[config.mk]
export PLATFORM = sky130hd
export DESIGN_NAME = wb_write_port_arbiter_flat
export DESIGN_NICKNAME = d
export VERILOG_FILES = /design/src/rtl/wb_write_port_arbiter_if.sv /design/src/rtl/wb_write_port_arbiter.sv /design/src/flat_wrapper.sv
export SDC_FILE = /design/constraint.sdc
export NUM_CORES = 1
export LEC_CHECK = 0
export BUFFER_PORTS_ARGS = -buffer_cell sky130_fd_sc_hd__buf_2
export CAP_MARGIN = 40
export CORE_UTILIZATION = 40
export DETAILED_ROUTE_END_ITERATION = 7
export GPL_ROUTABILITY_DRIVEN = 0
export PLACE_DENSITY = 0.76
export SYNTH_ARGS = -nofsm -noshare
export SYNTH_HDL_FRONTEND = slang
export SYNTH_SLANG_ARGS = --single-unit
[constraint.sdc]
create_clock -name clock -period 1.83 [get_ports clock]
set_input_delay 0.0915 -clock clock [delete_from_list [all_inputs] [get_ports clock]]
set_output_delay 0.0915 -clock clock [all_outputs]
set_load 0.05 [all_outputs]
[src/rtl/wb_write_port_arbiter_if.sv]
// Request/response bundle between the two result sources and the write-port arbiter.
// The master side presents writes and stall; the slave side arbitrates and drives the write port.
interface wb_write_port_arbiter_if #(
  parameter int unsigned DATA_WIDTH = 32,
  parameter int unsigned ADDR_WIDTH = 5
);
  logic                  first_valid;
  logic [DATA_WIDTH-1:0] first_data;
  logic [ADDR_WIDTH-1:0] first_addr;
  logic                  first_ready;
  logic                  second_valid;
  logic [DATA_WIDTH-1:0] second_data;
  logic [ADDR_WIDTH-1:0] second_addr;
  logic                  second_ready;
  logic                  stall;
  logic                  wr_en;
  logic [ADDR_WIDTH-1:0] wr_addr;
  logic [DATA_WIDTH-1:0] wr_data;
  logic                  signal;
  logic [1:0]            owner;

  modport master (
    output first_valid, first_data, first_addr,
    output second_valid, second_data, second_addr, stall,
    input  first_ready, second_ready, wr_en, wr_addr, wr_data, signal, owner
  );

  modport slave (
    input  first_valid, first_data, first_addr,
    input  second_valid, second_data, second_addr, stall,
    output first_ready, second_ready, wr_en, wr_addr, wr_data, signal, owner
  );
endinterface

[src/rtl/wb_write_port_arbiter.sv]
// Register-file write-port arbiter: round-robin between two sources with a bounded burst,
// registering the winning write and the downstream mux select.
module wb_write_port_arbiter #(
  parameter int unsigned DATA_WIDTH = 32,
  parameter int unsigned ADDR_WIDTH = 5,
  parameter int unsigned MAX_BURST  = 4
) (
  input logic                  clock,
  input logic                  reset,
  wb_write_port_arbiter_if.slave bus
);
  localparam int unsigned CntWidth = $clog2(MAX_BURST + 1);
  localparam logic [CntWidth-1:0] MaxCnt = CntWidth'(MAX_BURST);

  typedef enum logic [1:0] {
    StIdle      = 2'b00,
    StOwnFirst  = 2'b01,
    StOwnSecond = 2'b10
  } state_e;

  state_e                r_state;
  logic [CntWidth-1:0]   r_burst_cnt;
  logic                  r_last_second;
  logic                  r_wr_en;
  logic [ADDR_WIDTH-1:0] r_wr_addr;
  logic [DATA_WIDTH-1:0] r_wr_data;
  logic                  r_signal;

  logic                  w_win_first;
  logic                  w_win_second;
  logic                  w_continue;
  logic [ADDR_WIDTH-1:0] w_addr;
  logic [DATA_WIDTH-1:0] w_data;

  always_comb begin
    w_win_first  = 1'b0;
    w_win_second = 1'b0;
    if (!reset && !bus.stall) begin
      case (r_state)
        StOwnFirst: begin
          if (bus.first_valid && r_burst_cnt < MaxCnt) w_win_first = 1'b1;
          else if (bus.second_valid)                   w_win_second = 1'b1;
          else if (bus.first_valid)                    w_win_first = 1'b1;
        end
        StOwnSecond: begin
          if (bus.second_valid && r_burst_cnt < MaxCnt) w_win_second = 1'b1;
          else if (bus.first_valid)                     w_win_first = 1'b1;
          else if (bus.second_valid)                    w_win_second = 1'b1;
        end
        default: begin
          // Tie from idle goes to whichever source did not win last.
          if (bus.first_valid && bus.second_valid) begin
            w_win_first  = r_last_second;
            w_win_second = !r_last_second;
          end else begin
            w_win_first  = bus.first_valid;
            w_win_second = bus.second_valid;
          end
        end
      endcase
    end
  end

  // Burst only extends while the same owner is still under the limit; otherwise it restarts.
  assign w_continue = ((w_win_first && r_state == StOwnFirst) ||
                       (w_win_second && r_state == StOwnSecond)) && (r_burst_cnt < MaxCnt);
  assign w_addr     = w_win_first ? bus.first_addr : bus.second_addr;
  assign w_data     = w_win_first ? bus.first_data : bus.second_data;

  always_ff @(posedge clock or posedge reset) begin
    if (reset) begin
      r_state       <= StIdle;
      r_burst_cnt   <= '0;
      r_last_second <= 1'b1;
      r_wr_en       <= 1'b0;
      r_wr_addr     <= '0;
      r_wr_data     <= '0;
      r_signal      <= 1'b0;
    end else if (w_win_first || w_win_second) begin
      r_wr_en       <= (w_addr != '0);
      r_wr_addr     <= w_addr;
      r_wr_data     <= w_data;
      r_signal      <= w_win_first;
      r_state       <= w_win_first ? StOwnFirst : StOwnSecond;
      r_last_second <= w_win_second;
      r_burst_cnt   <= w_continue ? r_burst_cnt + CntWidth'(1) : CntWidth'(1);
    end else begin
      r_wr_en <= 1'b0;
      if (!bus.stall && !bus.first_valid && !bus.second_valid) begin
        r_state     <= StIdle;
        r_burst_cnt <= '0;
      end
    end
  end

  assign bus.first_ready  = w_win_first;
  assign bus.second_ready = w_win_second;
  assign bus.wr_en        = r_wr_en;
  assign bus.wr_addr      = r_wr_addr;
  assign bus.wr_data      = r_wr_data;
  assign bus.signal       = r_signal;
  assign bus.owner        = r_state;
endmodule
[src/flat_wrapper.sv]
// flat-port wrapper written by rule: the top's interface ports become plain ports
module wb_write_port_arbiter_flat 
#(
  parameter int unsigned DATA_WIDTH = 32,
  parameter int unsigned ADDR_WIDTH = 5,
  parameter int unsigned MAX_BURST  = 4
)
  (clock, reset, bus_first_valid, bus_first_data, bus_first_addr, bus_second_valid, bus_second_data, bus_second_addr, bus_stall, bus_first_ready, bus_second_ready, bus_wr_en, bus_wr_addr, bus_wr_data, bus_signal, bus_owner);
  wb_write_port_arbiter_if #(.DATA_WIDTH(DATA_WIDTH), .ADDR_WIDTH(ADDR_WIDTH)) bus_i ();
  input logic clock;
  input logic reset;
  input wire logic [$bits(bus_i.first_valid)-1:0] bus_first_valid;
  input wire logic [$bits(bus_i.first_data)-1:0] bus_first_data;
  input wire logic [$bits(bus_i.first_addr)-1:0] bus_first_addr;
  input wire logic [$bits(bus_i.second_valid)-1:0] bus_second_valid;
  input wire logic [$bits(bus_i.second_data)-1:0] bus_second_data;
  input wire logic [$bits(bus_i.second_addr)-1:0] bus_second_addr;
  input wire logic [$bits(bus_i.stall)-1:0] bus_stall;
  output wire logic [$bits(bus_i.first_ready)-1:0] bus_first_ready;
  output wire logic [$bits(bus_i.second_ready)-1:0] bus_second_ready;
  output wire logic [$bits(bus_i.wr_en)-1:0] bus_wr_en;
  output wire logic [$bits(bus_i.wr_addr)-1:0] bus_wr_addr;
  output wire logic [$bits(bus_i.wr_data)-1:0] bus_wr_data;
  output wire logic [$bits(bus_i.signal)-1:0] bus_signal;
  output wire logic [$bits(bus_i.owner)-1:0] bus_owner;
  assign bus_i.first_valid = bus_first_valid;
  assign bus_i.first_data = bus_first_data;
  assign bus_i.first_addr = bus_first_addr;
  assign bus_i.second_valid = bus_second_valid;
  assign bus_i.second_data = bus_second_data;
  assign bus_i.second_addr = bus_second_addr;
  assign bus_i.stall = bus_stall;
  assign bus_first_ready = bus_i.first_ready;
  assign bus_second_ready = bus_i.second_ready;
  assign bus_wr_en = bus_i.wr_en;
  assign bus_wr_addr = bus_i.wr_addr;
  assign bus_wr_data = bus_i.wr_data;
  assign bus_signal = bus_i.signal;
  assign bus_owner = bus_i.owner;
  wb_write_port_arbiter #(.DATA_WIDTH(DATA_WIDTH), .ADDR_WIDTH(ADDR_WIDTH), .MAX_BURST(MAX_BURST)) u_core (.clock(clock), .reset(reset), .bus(bus_i));
endmodule
==> results of run 1 <==
-- worst max-delay path, stage by stage, from the launching register on --
cell                        delay [ns]
sky130_fd_sc_hd__dfrtp_2          0.44
sky130_fd_sc_hd__inv_2            0.08
sky130_fd_sc_hd__ha_4             0.22
sky130_fd_sc_hd__inv_2            0.05
sky130_fd_sc_hd__o211ai_1         0.11
sky130_fd_sc_hd__o21ai_4          0.19
sky130_fd_sc_hd__buf_8            0.17
sky130_fd_sc_hd__clkbuf_16        0.18
sky130_fd_sc_hd__mux2i_1          0.21
sky130_fd_sc_hd__o21ai_1          0.07
-- cell usage after synthesis (2+ instances only) --
cell	instances	area, um^2
sky130_fd_sc_hd__buf_12	3	60.1
sky130_fd_sc_hd__mux2i_1	37	370
sky130_fd_sc_hd__nand3_1	2	10.0
sky130_fd_sc_hd__nand2_1	42	158
sky130_fd_sc_hd__o21ai_1	39	195
sky130_fd_sc_hd__clkbuf_1	4	15.0
sky130_fd_sc_hd__nor2_1	6	22.5
sky130_fd_sc_hd__a22o_1	2	17.5
sky130_fd_sc_hd__o211ai_1	2	15.0
sky130_fd_sc_hd__buf_2	3	15.0
sky130_fd_sc_hd__inv_1	5	18.8
sky130_fd_sc_hd__ha_1	3	37.5
sky130_fd_sc_hd__a21oi_1	2	10.0
sky130_fd_sc_hd__o21ai_0	2	10.0
sky130_fd_sc_hd__or4_1	2	15.0
sky130_fd_sc_hd__dfrtp_1	44	1100
-- metal layers --
metal  vias to the layer above  wire (um)
met2                       100       2970
met3                         7        455
li1                       1027          -
met5                         -          0
met1                       978       2700
met4                         0         52
-- per-stage QoR --
step	TNS (ns)	worst slack, ns	power [W]	util
after floorplan	-1.10	-0.0389	0.00431	-
after global placement	0	0.0641	0.00502	0.563
after detailed placement	0	0.0354	0.00510	0.563
after CTS	-0.0776	-0.0230	0.00595	0.603
after global routing	-1.78	-0.0781	0.00648	0.641
final	0	0.0156	0.00615	0.641
-- power breakdown --
group / internal (W) / total (W) / switching [W]
Clock: 0.000445 / 0.000772 / 0.000327
Sequential: 0.00148 / 0.00177 / 0.000287
Combinational: 0.00114 / 0.00361 / 0.00247
-- how the worst min path moves through the flow --
| stage | end | depth (start not counted) | slack [ns] |
|---|---|---|---|
| floorplan | u_core.bus.wr_addr[0] | 2 | 0.21 |
| global placement | u_core.bus.wr_en | 2 | 0.14 |
| detailed placement | u_core.bus.owner[0] | 2 | 0.15 |
| CTS | u_core.bus.wr_data[1] | 3 | 0.0002 |
| global route | u_core.bus.wr_data[5] | 3 | 0.003 |
| finish | u_core.bus.wr_data[1] | 3 | 0.004 |
-- layout make-up --
cell class | instances | area [um^2] | area share
Sequential cell | 45 | 1130 | 0.337
Multi-Input combinational cell | 150 | 1020 | 0.303
Timing Repair Buffer | 147 | 980 | 0.292
Tap cell | 70 | 87.6 | 0.0261
Clock buffer | 7 | 86.3 | 0.0257
Clock inverter | 1 | 30.0 | 0.00895
Inverter | 6 | 25.0 | 0.00746
-- flip-flops by register name, summed over array words and instances (netlist names) --
signal,count
u_core.bus.wr_addr,5
u_core.bus.owner,2
u_core.r_last_second,1
u_core.r_burst_cnt,3
u_core.bus.wr_en,1
u_core.bus.signal,1
u_core.bus.wr_data,32
-- kinds of logic after synthesis --
family	count (synthesis)	share of synthesized area
AND/OR/NAND/NOR	56	0.109
AO/OA/AOI/OAI	54	0.137
flip-flops	45	0.505
multiplexers	37	0.166
buffers and inverters	19	0.0656
adder cells (fa/ha/maj)	3	0.0168
-- timing repair --
action	CTS	global route
gates resized for setup	8	11
setup buffers	4	4
cloned	0	4
hold buffers	2	1
setup endpoints to repair	2	41
hold endpoints to repair	18	1
pin swaps	2	5
==> metrics.txt, run 1 <==
# TYPE chip_impl_metric gauge
chip_impl_metric{name="synthesis.nets",unit=""} 296
chip_impl_info{name="gr-max-usage-layer",value="met2"} 1
chip_impl_metric{name="final.hold.worst_slack",unit="ns"} 0.00410
chip_impl_metric{name="clk_latency",unit="ns"} 0.29
chip_impl_metric{name="die_h",unit="um"} 76.7
chip_impl_info{name="commonest_non_fill_non_tap_cell_in_the_layout",value="sky130_fd_sc_hd__buf_2"} 1
chip_impl_metric{name="drc",unit=""} 0
chip_impl_metric{name="globalRouteTotalUtil",unit=""} 0.206
chip_impl_metric{name="setup_viol",unit=""} 0
chip_impl_metric{name="num-nets-final",unit=""} 437
chip_impl_info{name="result_of_the_run",value="finished clean"} 1
chip_impl_metric{name="detailed_place.area",unit="um^2"} 2950
chip_impl_metric{name="fp-row-count",unit=""} 26
chip_impl_metric{name="die_area",unit="um^2"} 5880
chip_impl_metric{name="clock_tree.htree_level_count",unit=""} 2
chip_impl_metric{name="p_leak",unit="nW"} 1.60
chip_impl_metric{name="port-buffer-count",unit=""} 121
chip_impl_metric{name="drt_pre_antenna_iters",unit=""} 4
chip_impl_info{name="rsz_0062_raised_after_global_routing",value="yes"} 1
chip_impl_metric{name="maxCapViolations",unit=""} 0
chip_impl_metric{name="grt_pass1_vias",unit=""} 2025
chip_impl_metric{name="synth.avg_cell_area",unit="um^2"} 10.4
chip_impl_metric{name="wl",unit="mm"} 6.18
chip_impl_metric{name="n_antenna_cell",unit=""} 0
chip_impl_metric{name="numClockSinks",unit=""} 45
chip_impl_metric{name="synth.yosys.warnings",unit=""} 0
chip_impl_metric{name="place_inst",unit=""} 403
chip_impl_metric{name="worst_ep_required_time",unit="ns"} 2.02
chip_impl_metric{name="detailed_place_hpwl",unit="mm"} 4.34
chip_impl_metric{name="use_met2",unit=""} 0.345
chip_impl_metric{name="synth-seq-area-share",unit=""} 0.505
chip_impl_metric{name="layoutNonFillerInstCount",unit=""} 426
chip_impl_info{name="startpoint",value="u_core.bus.owner[0]"} 1
chip_impl_metric{name="hold_viol",unit=""} 0
chip_impl_metric{name="worst_slew_pin_slew",unit="ns"} 0.434
chip_impl_metric{name="synth_area",unit="um^2"} 2230
chip_impl_metric{name="gr-usage-met3",unit=""} 0.0607
chip_impl_metric{name="synth_enable_flop_cells",unit=""} 0
chip_impl_info{name="worstReg2RegStart",value="u_core.bus.owner[0]"} 1
chip_impl_metric{name="core_region_area",unit="um^2"} 5240
chip_impl_info{name="library_cell_used_as_clock_root_buffer",value="sky130_fd_sc_hd__clkbuf_8"} 1
chip_impl_info{name="crit-reg2reg-capture",value="u_core.bus.wr_addr[3]"} 1
chip_impl_metric{name="avgViaCountPerCell",unit=""} 4.96
chip_impl_metric{name="report.final.slew_viol_count",unit=""} 0
chip_impl_metric{name="synth_seq_cells",unit=""} 45
chip_impl_metric{name="final_critical_period",unit="ns"} 1.81
chip_impl_metric{name="grt_start_max_net_pins",unit=""} 37
chip_impl_metric{name="postSynth.asyncResetShare",unit=""} 1.00
chip_impl_info{name="hold_path.startpoint",value="bus_first_data[1]"} 1
chip_impl_metric{name="cp.arrival",unit="ns"} 2.00
chip_impl_metric{name="cts-root-to-sink-buffers",unit=""} 2
chip_impl_metric{name="cts-buffers-inserted",unit=""} 5
chip_impl_metric{name="power-per-cell-area",unit="nW/um^2"} 1830
chip_impl_info{name="min_path_type",value="input port to flip-flop"} 1
chip_impl_info{name="timing.critical_path.to",value="u_core.bus.wr_addr[3]"} 1
chip_impl_metric{name="ant_nets",unit=""} 0
chip_impl_metric{name="syn2layout_area_growth",unit="%"} 50.3
chip_impl_info{name="timing_worst_setup_path_type",value="flip-flop to flip-flop"} 1
chip_impl_metric{name="cells_after_synthesis",unit=""} 214
chip_impl_metric{name="max_freq",unit="MHz"} 551
chip_impl_metric{name="fin_skew",unit="ns"} 0.00656
chip_impl_metric{name="reg2reg_slack",unit="ns"} 0.02
chip_impl_metric{name="via_count",unit=""} 2112
chip_impl_metric{name="initial_core_util",unit=""} 0.426
chip_impl_metric{name="antenna_found_initial",unit=""} 0
chip_impl_metric{name="path_max_fanout",unit=""} 10
chip_impl_info{name="crit_path_end_kind",value="flip-flop"} 1
chip_impl_metric{name="io_pins",unit=""} 122
chip_impl_metric{name="postLayoutCellArea",unit="um^2"} 3360
chip_impl_info{name="mostFrequentLayoutCells",value="sky130_fd_sc_hd__buf_2, sky130_fd_sc_hd__dfrtp_1, sky130_fd_sc_hd__nand2_1"} 1
chip_impl_metric{name="remaining_overflow_grt",unit=""} 0
chip_impl_metric{name="synth_cell_types",unit=""} 32
chip_impl_metric{name="wl_per_cell",unit="um"} 14.5
chip_impl_metric{name="timing.slew.headroom",unit=""} 0.710
chip_impl_info{name="cts_tree",value="built"} 1
chip_impl_metric{name="global_route_wire_length_before_repair",unit="mm"} 9.46
chip_impl_info{name="start_kind",value="flip-flop"} 1
chip_impl_metric{name="final_min_period_over_clock_period",unit=""} 0.991
chip_impl_metric{name="post_route_cells_drive_above_1_share",unit=""} 0.478
chip_impl_metric{name="die_w",unit="um"} 76.7
chip_impl_info{name="synthFlopType",value="sky130_fd_sc_hd__dfrtp_1"} 1
chip_impl_metric{name="clkTransAtPathRegs",unit="ns"} 0.08
chip_impl_metric{name="worst_reg_to_reg_path_cell_count",unit=""} 9
chip_impl_metric{name="gr-usage-met1",unit=""} 0.258
chip_impl_metric{name="ir_drop_worst_vdd",unit="V"} 0.00111
chip_impl_metric{name="filler_cell_count",unit=""} 445
chip_impl_metric{name="drt_iter0_drc",unit=""} 57
No activity file was read; power rests on OpenSTA's default activity.
==> inputs of run 2 (changes only) <==
--- a/config.mk
+++ b/config.mk
@@ -7,10 +7,9 @@
 export LEC_CHECK = 0
 export BUFFER_PORTS_ARGS = -buffer_cell sky130_fd_sc_hd__buf_2
 export CAP_MARGIN = 40
-export CORE_UTILIZATION = 40
+export CORE_UTILIZATION = 30
 export DETAILED_ROUTE_END_ITERATION = 7
 export GPL_ROUTABILITY_DRIVEN = 0
-export PLACE_DENSITY = 0.76
 export SYNTH_ARGS = -nofsm -noshare
 export SYNTH_HDL_FRONTEND = slang
 export SYNTH_SLANG_ARGS = --single-unit
==> constraint.sdc (replaced) <==
create_clock -name clock -period 1.9 [get_ports clock]
set_input_delay 0.095 -clock clock [delete_from_list [all_inputs] [get_ports clock]]
set_output_delay 0.095 -clock clock [all_outputs]
set_load 0.05 [all_outputs]
==> metrics.txt, run 2 (same netlist as run 1, synthesis figures left out) <==
# TYPE chip_impl_metric gauge
chip_impl_metric{name="syn2layout_area_growth",unit="%"} 55.8
chip_impl_metric{name="avgViaCountPerCell",unit=""} 4.47
chip_impl_metric{name="hold_viol",unit=""} 0
chip_impl_info{name="rsz_0062_raised_after_global_routing",value="yes"} 1
chip_impl_metric{name="cts-root-to-sink-buffers",unit=""} 2
chip_impl_metric{name="die_area",unit="um^2"} 7790
chip_impl_metric{name="gr-usage-met3",unit=""} 0.0382
chip_impl_metric{name="globalRouteTotalUtil",unit=""} 0.152
chip_impl_info{name="start_kind",value="input port"} 1
chip_impl_metric{name="worst_slew_pin_slew",unit="ns"} 0.499
chip_impl_metric{name="final_min_period_over_clock_period",unit=""} 1.01
chip_impl_metric{name="max_ffs_per_register",unit=""} 32
chip_impl_info{name="timing_worst_setup_path_type",value="input port to flip-flop"} 1
chip_impl_info{name="min_path_type",value="input port to flip-flop"} 1
chip_impl_metric{name="use_met2",unit=""} 0.271
chip_impl_metric{name="final_critical_period",unit="ns"} 1.92
chip_impl_metric{name="detailed_place_hpwl",unit="mm"} 4.01
chip_impl_metric{name="cts-buffers-inserted",unit=""} 5
chip_impl_metric{name="clkTransAtPathRegs",unit="ns"} 0.09
chip_impl_metric{name="worst_setup_slack_before_clock_tree_synthesis",unit="ns"} 0.0706
chip_impl_metric{name="gr-usage-met1",unit=""} 0.182
chip_impl_metric{name="clk_latency",unit="ns"} 0.30
chip_impl_metric{name="numClockSinks",unit=""} 45
chip_impl_metric{name="report.final.slew_viol_count",unit=""} 0
chip_impl_metric{name="wl_per_cell",unit="um"} 12.6
chip_impl_metric{name="worst_reg_to_reg_path_cell_count",unit=""} 9
chip_impl_metric{name="antenna_found_initial",unit=""} 0
chip_impl_metric{name="setup_tns",unit="ns"} -0.0759
chip_impl_metric{name="power-per-cell-area",unit="nW/um^2"} 1660
chip_impl_info{name="library_cell_used_as_clock_root_buffer",value="sky130_fd_sc_hd__clkbuf_8"} 1
chip_impl_metric{name="path_max_fanout",unit=""} 13
chip_impl_metric{name="reg2reg_slack",unit="ns"} 0
chip_impl_metric{name="port-buffer-count",unit=""} 121
chip_impl_metric{name="maxCapViolations",unit=""} 0
chip_impl_metric{name="worst_ep_required_time",unit="ns"} 2.09
chip_impl_metric{name="n_antenna_cell",unit=""} 0
chip_impl_metric{name="grt_start_max_net_pins",unit=""} 38
chip_impl_metric{name="core_utilization_of_the_finished_layout",unit=""} 0.482
chip_impl_metric{name="clock_tree.htree_level_count",unit=""} 2
chip_impl_metric{name="fin_skew",unit="ns"} 0.0118
chip_impl_metric{name="die_w",unit="um"} 88.3
chip_impl_metric{name="holdPathStages",unit=""} 3
chip_impl_metric{name="num-nets-final",unit=""} 452
chip_impl_info{name="mostFrequentLayoutCells",value="sky130_fd_sc_hd__buf_2, sky130_fd_sc_hd__nand2_1, sky130_fd_sc_hd__dfrtp_1"} 1
chip_impl_metric{name="post_route_cells_drive_above_1_share",unit=""} 0.431
chip_impl_metric{name="detailed_place.area",unit="um^2"} 2980
chip_impl_metric{name="grt_pass1_vias",unit=""} 1939
chip_impl_metric{name="drt_iter0_drc",unit=""} 82
chip_impl_metric{name="global_route_wire_length_before_repair",unit="mm"} 9.00
chip_impl_info{name="cts_tree",value="built"} 1
chip_impl_metric{name="final.hold.worst_slack",unit="ns"} 0.00542
chip_impl_metric{name="drc",unit=""} 0
chip_impl_metric{name="die_h",unit="um"} 88.3
chip_impl_metric{name="drt_pre_antenna_iters",unit=""} 4
chip_impl_metric{name="io_pins",unit=""} 122
chip_impl_info{name="failed_checks",value="setup timing"} 1
chip_impl_metric{name="core_region_area",unit="um^2"} 7210
chip_impl_metric{name="setup_ws",unit="ns"} -0.0162
chip_impl_metric{name="fp-row-count",unit=""} 31
chip_impl_metric{name="ant_nets",unit=""} 0
chip_impl_metric{name="postLayoutCellArea",unit="um^2"} 3480
chip_impl_metric{name="ir_drop_worst_vdd",unit="V"} 0.000849
chip_impl_metric{name="cp.arrival",unit="ns"} 2.11
chip_impl_metric{name="max_freq",unit="MHz"} 522
chip_impl_info{name="crit_path_end_kind",value="flip-flop"} 1
chip_impl_info{name="commonest_non_fill_non_tap_cell_in_the_layout",value="sky130_fd_sc_hd__buf_2"} 1
chip_impl_metric{name="initial_core_util",unit=""} 0.309
chip_impl_metric{name="p_leak",unit="nW"} 1.63
chip_impl_info{name="gr-max-usage-layer",value="met2"} 1
chip_impl_metric{name="timing.slew.headroom",unit=""} 0.667
chip_impl_metric{name="setup_viol",unit=""} 7
chip_impl_metric{name="remaining_overflow_grt",unit=""} 0
chip_impl_metric{name="via_count",unit=""} 2103
chip_impl_info{name="result_of_the_run",value="finished with violations"} 1
chip_impl_metric{name="wl",unit="mm"} 5.91
[run 2: metrics by stage]
stage                     instances  total power (W)
final                           470          0.00579
after global routing            470          0.00615
after CTS                       463          0.00578
after detailed placement        429          0.00488
after global placement          429          0.00483
after floorplan                 214          0.00415
[run 2: critical path, cell delays in order]
cell                            delay [ns]
sky130_fd_sc_hd__dlygate4sd3_1        0.54
sky130_fd_sc_hd__buf_2                0.16
sky130_fd_sc_hd__nor3b_4              0.23
sky130_fd_sc_hd__o211ai_1             0.19
sky130_fd_sc_hd__o21ai_4              0.23
sky130_fd_sc_hd__buf_6                0.13
sky130_fd_sc_hd__bufbuf_16            0.28
sky130_fd_sc_hd__mux2i_1              0.18
sky130_fd_sc_hd__o21ai_1              0.07
[run 2: path summary, 6_finish.rpt]
kind                                               end             startpoint
worst max register to register  u_core.bus.wr_data[13]    u_core.bus.owner[0]
worst min register to register   u_core.r_burst_cnt[0]  u_core.r_burst_cnt[0]
min in group asynchronous       u_core.bus.wr_data[27]                  reset
worst max-delay path            u_core.bus.wr_data[13]                  reset
max in group asynchronous        u_core.r_burst_cnt[1]                  reset
worst min-delay path            u_core.bus.wr_data[24]     bus_first_data[24]
[run 2: timing repair]
| item | CTS | global route |
|---|---|---|
| gates resized for setup | 7 | 3 |
| pin swaps | 1 | 2 |
| buffers inserted | 1 | 7 |
| hold endpoints to repair | 43 | 0 |
| setup endpoints to repair | 2 | 28 |
| hold buffers | 24 | 0 |
| cloned | 1 | 0 |
[run 2: power by group]
group,leakage (nW),total (W),switching [W],internal [W]
combinational,1.02,0.00335,0.00232,0.00103
clock,0.0563,0.000757,0.000357,0.000401
sequential,0.553,0.00168,0.000256,0.00142
total,1.63,0.00579,0.00293,0.00285
[run 2: final cells by class]
class                           count  area, um^2
Inverter                            6        25.0
Fill cell                         718        3740
Multi-Input combinational cell    150        1000
Clock buffer                        5        68.8
Timing Repair Buffer              162        1080
Tap cell                           99         124
Clock inverter                      3        48.8
Sequential cell                    45        1130
[run 2: layer usage]
| metal | up-vias | part of all wire |
|---|---|---|
| li1 | 1053 | - |
| met1 | 977 | 0.43 |
| met2 | 68 | 0.50 |
| met3 | 5 | 0.059 |
| met4 | 0 | 0.0090 |
| met5 | - | 0 |
==> inputs of run 3 (changes only) <==
--- a/config.mk
+++ b/config.mk
@@ -7,9 +7,12 @@
 export LEC_CHECK = 0
 export BUFFER_PORTS_ARGS = -buffer_cell sky130_fd_sc_hd__buf_2
 export CAP_MARGIN = 40
+export CELL_PAD_IN_SITES_DETAIL_PLACEMENT = 0
+export CELL_PAD_IN_SITES_GLOBAL_PLACEMENT = 1
 export CORE_UTILIZATION = 30
 export DETAILED_ROUTE_END_ITERATION = 7
 export GPL_ROUTABILITY_DRIVEN = 0
+export PLACE_DENSITY_LB_ADDON = 0.1
 export SYNTH_ARGS = -nofsm -noshare
 export SYNTH_HDL_FRONTEND = slang
 export SYNTH_SLANG_ARGS = --single-unit
==> metrics.txt, run 3 (same netlist as run 1, synthesis figures left out) <==
# TYPE chip_impl_metric gauge
chip_impl_metric{name="final_critical_period",unit="ns"} 1.84
chip_impl_metric{name="cts-root-to-sink-buffers",unit=""} 2
chip_impl_info{name="crit_path_end_kind",value="primary output"} 1
chip_impl_metric{name="p_switching",unit="W"} 0.00296
chip_impl_metric{name="seq_power_share",unit=""} 0.294
chip_impl_metric{name="place_inst",unit=""} 429
chip_impl_info{name="worst_path_dominant_cell_family",value="flip-flops"} 1
chip_impl_metric{name="n_antenna_cell",unit=""} 0
chip_impl_metric{name="clk_latency",unit="ns"} 0.30
chip_impl_metric{name="die_w",unit="um"} 88.3
chip_impl_metric{name="antenna_found_initial",unit=""} 0
chip_impl_info{name="min_path_type",value="input port to flip-flop"} 1
chip_impl_metric{name="final_min_period_over_clock_period",unit=""} 0.966
chip_impl_metric{name="path_max_fanout",unit=""} 5
chip_impl_metric{name="port-buffer-count",unit=""} 121
chip_impl_metric{name="max_freq",unit="MHz"} 545
chip_impl_metric{name="report.final.slew_viol_count",unit=""} 0
chip_impl_metric{name="gr-usage-met1",unit=""} 0.234
chip_impl_metric{name="hold_viol",unit=""} 0
chip_impl_metric{name="layoutNonFillerInstCount",unit=""} 474
chip_impl_metric{name="wl_per_cell",unit="um"} 14.5
chip_impl_metric{name="filler_cell_count",unit=""} 702
chip_impl_metric{name="core_utilization_of_the_finished_layout",unit=""} 0.492
chip_impl_metric{name="sw_frac_of_total",unit=""} 0.516
chip_impl_metric{name="total_power",unit="W"} 0.00574
chip_impl_metric{name="numClockSinks",unit=""} 45
chip_impl_metric{name="gr-usage-met3",unit=""} 0.0485
chip_impl_info{name="start_kind",value="flip-flop"} 1
chip_impl_metric{name="ir_drop_worst_vdd",unit="V"} 0.000773
chip_impl_info{name="cts_tree",value="built"} 1
chip_impl_metric{name="wl",unit="mm"} 6.85
chip_impl_metric{name="crit_path_max_incr_delay",unit="ns"} 0.45
chip_impl_metric{name="grt_pass1_vias",unit=""} 1977
chip_impl_metric{name="num-nets-final",unit=""} 456
chip_impl_metric{name="layout.area.seq",unit="um^2"} 1130
chip_impl_metric{name="use_met2",unit=""} 0.263
chip_impl_metric{name="fin_skew",unit="ns"} 0.00861
chip_impl_metric{name="p_leak",unit="nW"} 1.66
chip_impl_metric{name="post_route_cells_drive_above_1_share",unit=""} 0.429
chip_impl_metric{name="cts-buffers-inserted",unit=""} 5
chip_impl_info{name="rsz_0062_raised_after_global_routing",value="yes"} 1
chip_impl_metric{name="syn2layout_area_growth",unit="%"} 59.1
chip_impl_metric{name="global_route_wire_length_before_repair",unit="mm"} 9.94
chip_impl_metric{name="remaining_overflow_grt",unit=""} 0
chip_impl_metric{name="grt_start_max_net_pins",unit=""} 49
chip_impl_metric{name="ant_nets",unit=""} 0
chip_impl_metric{name="drt_iter0_drc",unit=""} 40
chip_impl_metric{name="timing.slew.headroom",unit=""} 0.818
chip_impl_metric{name="globalRouteTotalUtil",unit=""} 0.169
chip_impl_info{name="library_cell_used_as_clock_root_buffer",value="sky130_fd_sc_hd__clkbuf_8"} 1
chip_impl_metric{name="clkTransAtPathRegs",unit="ns"} 0.09
chip_impl_metric{name="cp.arrival",unit="ns"} 1.74
chip_impl_metric{name="detailed_place_hpwl",unit="mm"} 4.35
chip_impl_info{name="commonest_non_fill_non_tap_cell_in_the_layout",value="sky130_fd_sc_hd__buf_2"} 1
chip_impl_metric{name="maxCapViolations",unit=""} 0
chip_impl_metric{name="timing.critical_path.buf_inv",unit=""} 3
chip_impl_metric{name="power-per-cell-area",unit="nW/um^2"} 1620
chip_impl_metric{name="drt_pre_antenna_iters",unit=""} 4
chip_impl_metric{name="avgViaCountPerCell",unit=""} 4.46
chip_impl_metric{name="io_pins",unit=""} 122
chip_impl_metric{name="via_count",unit=""} 2112
chip_impl_metric{name="internal_power",unit="W"} 0.00278
chip_impl_info{name="ordered_list_of_cells_on_the_worst_path",value="inv_1, ha_2, a21boi_2, a2bb2oi_2, o21ai_2, inv_2, buf_8"} 1
chip_impl_info{name="result_of_the_run",value="finished clean"} 1
chip_impl_metric{name="die_h",unit="um"} 88.3
chip_impl_metric{name="setup_viol",unit=""} 0
chip_impl_metric{name="worst_ep_required_time",unit="ns"} 1.80
chip_impl_info{name="mostFrequentLayoutCells",value="sky130_fd_sc_hd__buf_2, sky130_fd_sc_hd__nand2_1, sky130_fd_sc_hd__dfrtp_1"} 1
chip_impl_metric{name="fp-row-count",unit=""} 31
chip_impl_metric{name="clock_power_share",unit=""} 0.112
chip_impl_metric{name="core_region_area",unit="um^2"} 7210
chip_impl_metric{name="die_area",unit="um^2"} 7790
chip_impl_metric{name="clock_tree.htree_level_count",unit=""} 2
chip_impl_info{name="slowest_stage",value="sky130_fd_sc_hd__dfrtp_2"} 1
chip_impl_metric{name="drc",unit=""} 0
chip_impl_metric{name="max_ffs_per_register",unit=""} 32
chip_impl_metric{name="multi_input_area",unit="um^2"} 1000
chip_impl_info{name="timing_worst_setup_path_type",value="flip-flop to primary output"} 1
chip_impl_metric{name="final.hold.worst_slack",unit="ns"} 0.00465
chip_impl_metric{name="worst_slew_pin_slew",unit="ns"} 0.272
chip_impl_metric{name="share_comb_of_total_power",unit=""} 0.594
chip_impl_info{name="gr-max-usage-layer",value="met2"} 1
chip_impl_metric{name="initial_core_util",unit=""} 0.309
-- run 3: per-layer routing --
layer  wire length (um)  vias up
li1                   -     1058
met4                 28        0
met1               3300      968
met3                433        4
met5                  0        -
met2               3090       82
-- run 3: power groups by stage --
stage / clock network [W] / registers [W] / logic (W)
after global routing: 0.000700 / 0.00175 / 0.00364
after global placement: 0 / 0.00171 / 0.00315
after detailed placement: 0 / 0.00169 / 0.00317
final: 0.000641 / 0.00169 / 0.00341
after floorplan: 0 / 0.00315 / 0.000998
after CTS: 0.000664 / 0.00168 / 0.00331
-- run 3: final cells by class --
class                   count  share of cell area
multi-input cells         150               0.283
inverters                   6             0.00634
flip-flops and latches     45               0.318
clock inverters             2             0.00388
well taps                  99              0.0349
repair buffers            166               0.331
clock buffers               6              0.0233
-- run 3: through the flow --
stage               instance area, um^2  setup slack, ns  setup TNS [ns]
detailed placement                 2950           0.0518               0
finish                             3550           0.0640               0
CTS                                3420           0.0129               0
floorplan                          2270          0.00175               0
global placement                   2950           0.0545               0
global route                       3550         -0.00997         -0.0149
-- run 3: worst min-delay path, cell delays in order --
cell and delay, ns:
sky130_fd_sc_hd__buf_2 0.08, sky130_fd_sc_hd__nand2_1 0.04, sky130_fd_sc_hd__o21ai_1 0.06
-- run 3: final timing paths --
check | startpoint | to | slack [ns] | cells past startpoint
worst max-delay path | u_core.bus.owner[1] | bus_first_ready | 0.06 | 7
worst min-delay path | bus_first_data[8] | u_core.bus.wr_data[8] | 0.005 | 3
worst max register to register | u_core.bus.owner[1] | u_core.bus.wr_data[23] | 0.08 | 10
worst min register to register | u_core.r_burst_cnt[1] | u_core.r_burst_cnt[1] | 0.51 | 1
max in group asynchronous | reset | u_core.bus.owner[1] | 1.03 | 4
min in group asynchronous | reset | u_core.bus.wr_data[28] | 0.30 | 3
-- run 3: what timing repair did --
item / CTS / global route
hold buffers: 27 / 1
endpoints found under the setup margin: 2 / 40
buffers inserted: 4 / 1
gates resized for setup: 4 / 10
endpoints found under the hold margin: 34 / 1
pin swaps: 0 / 1
gates cloned: 1 / 3
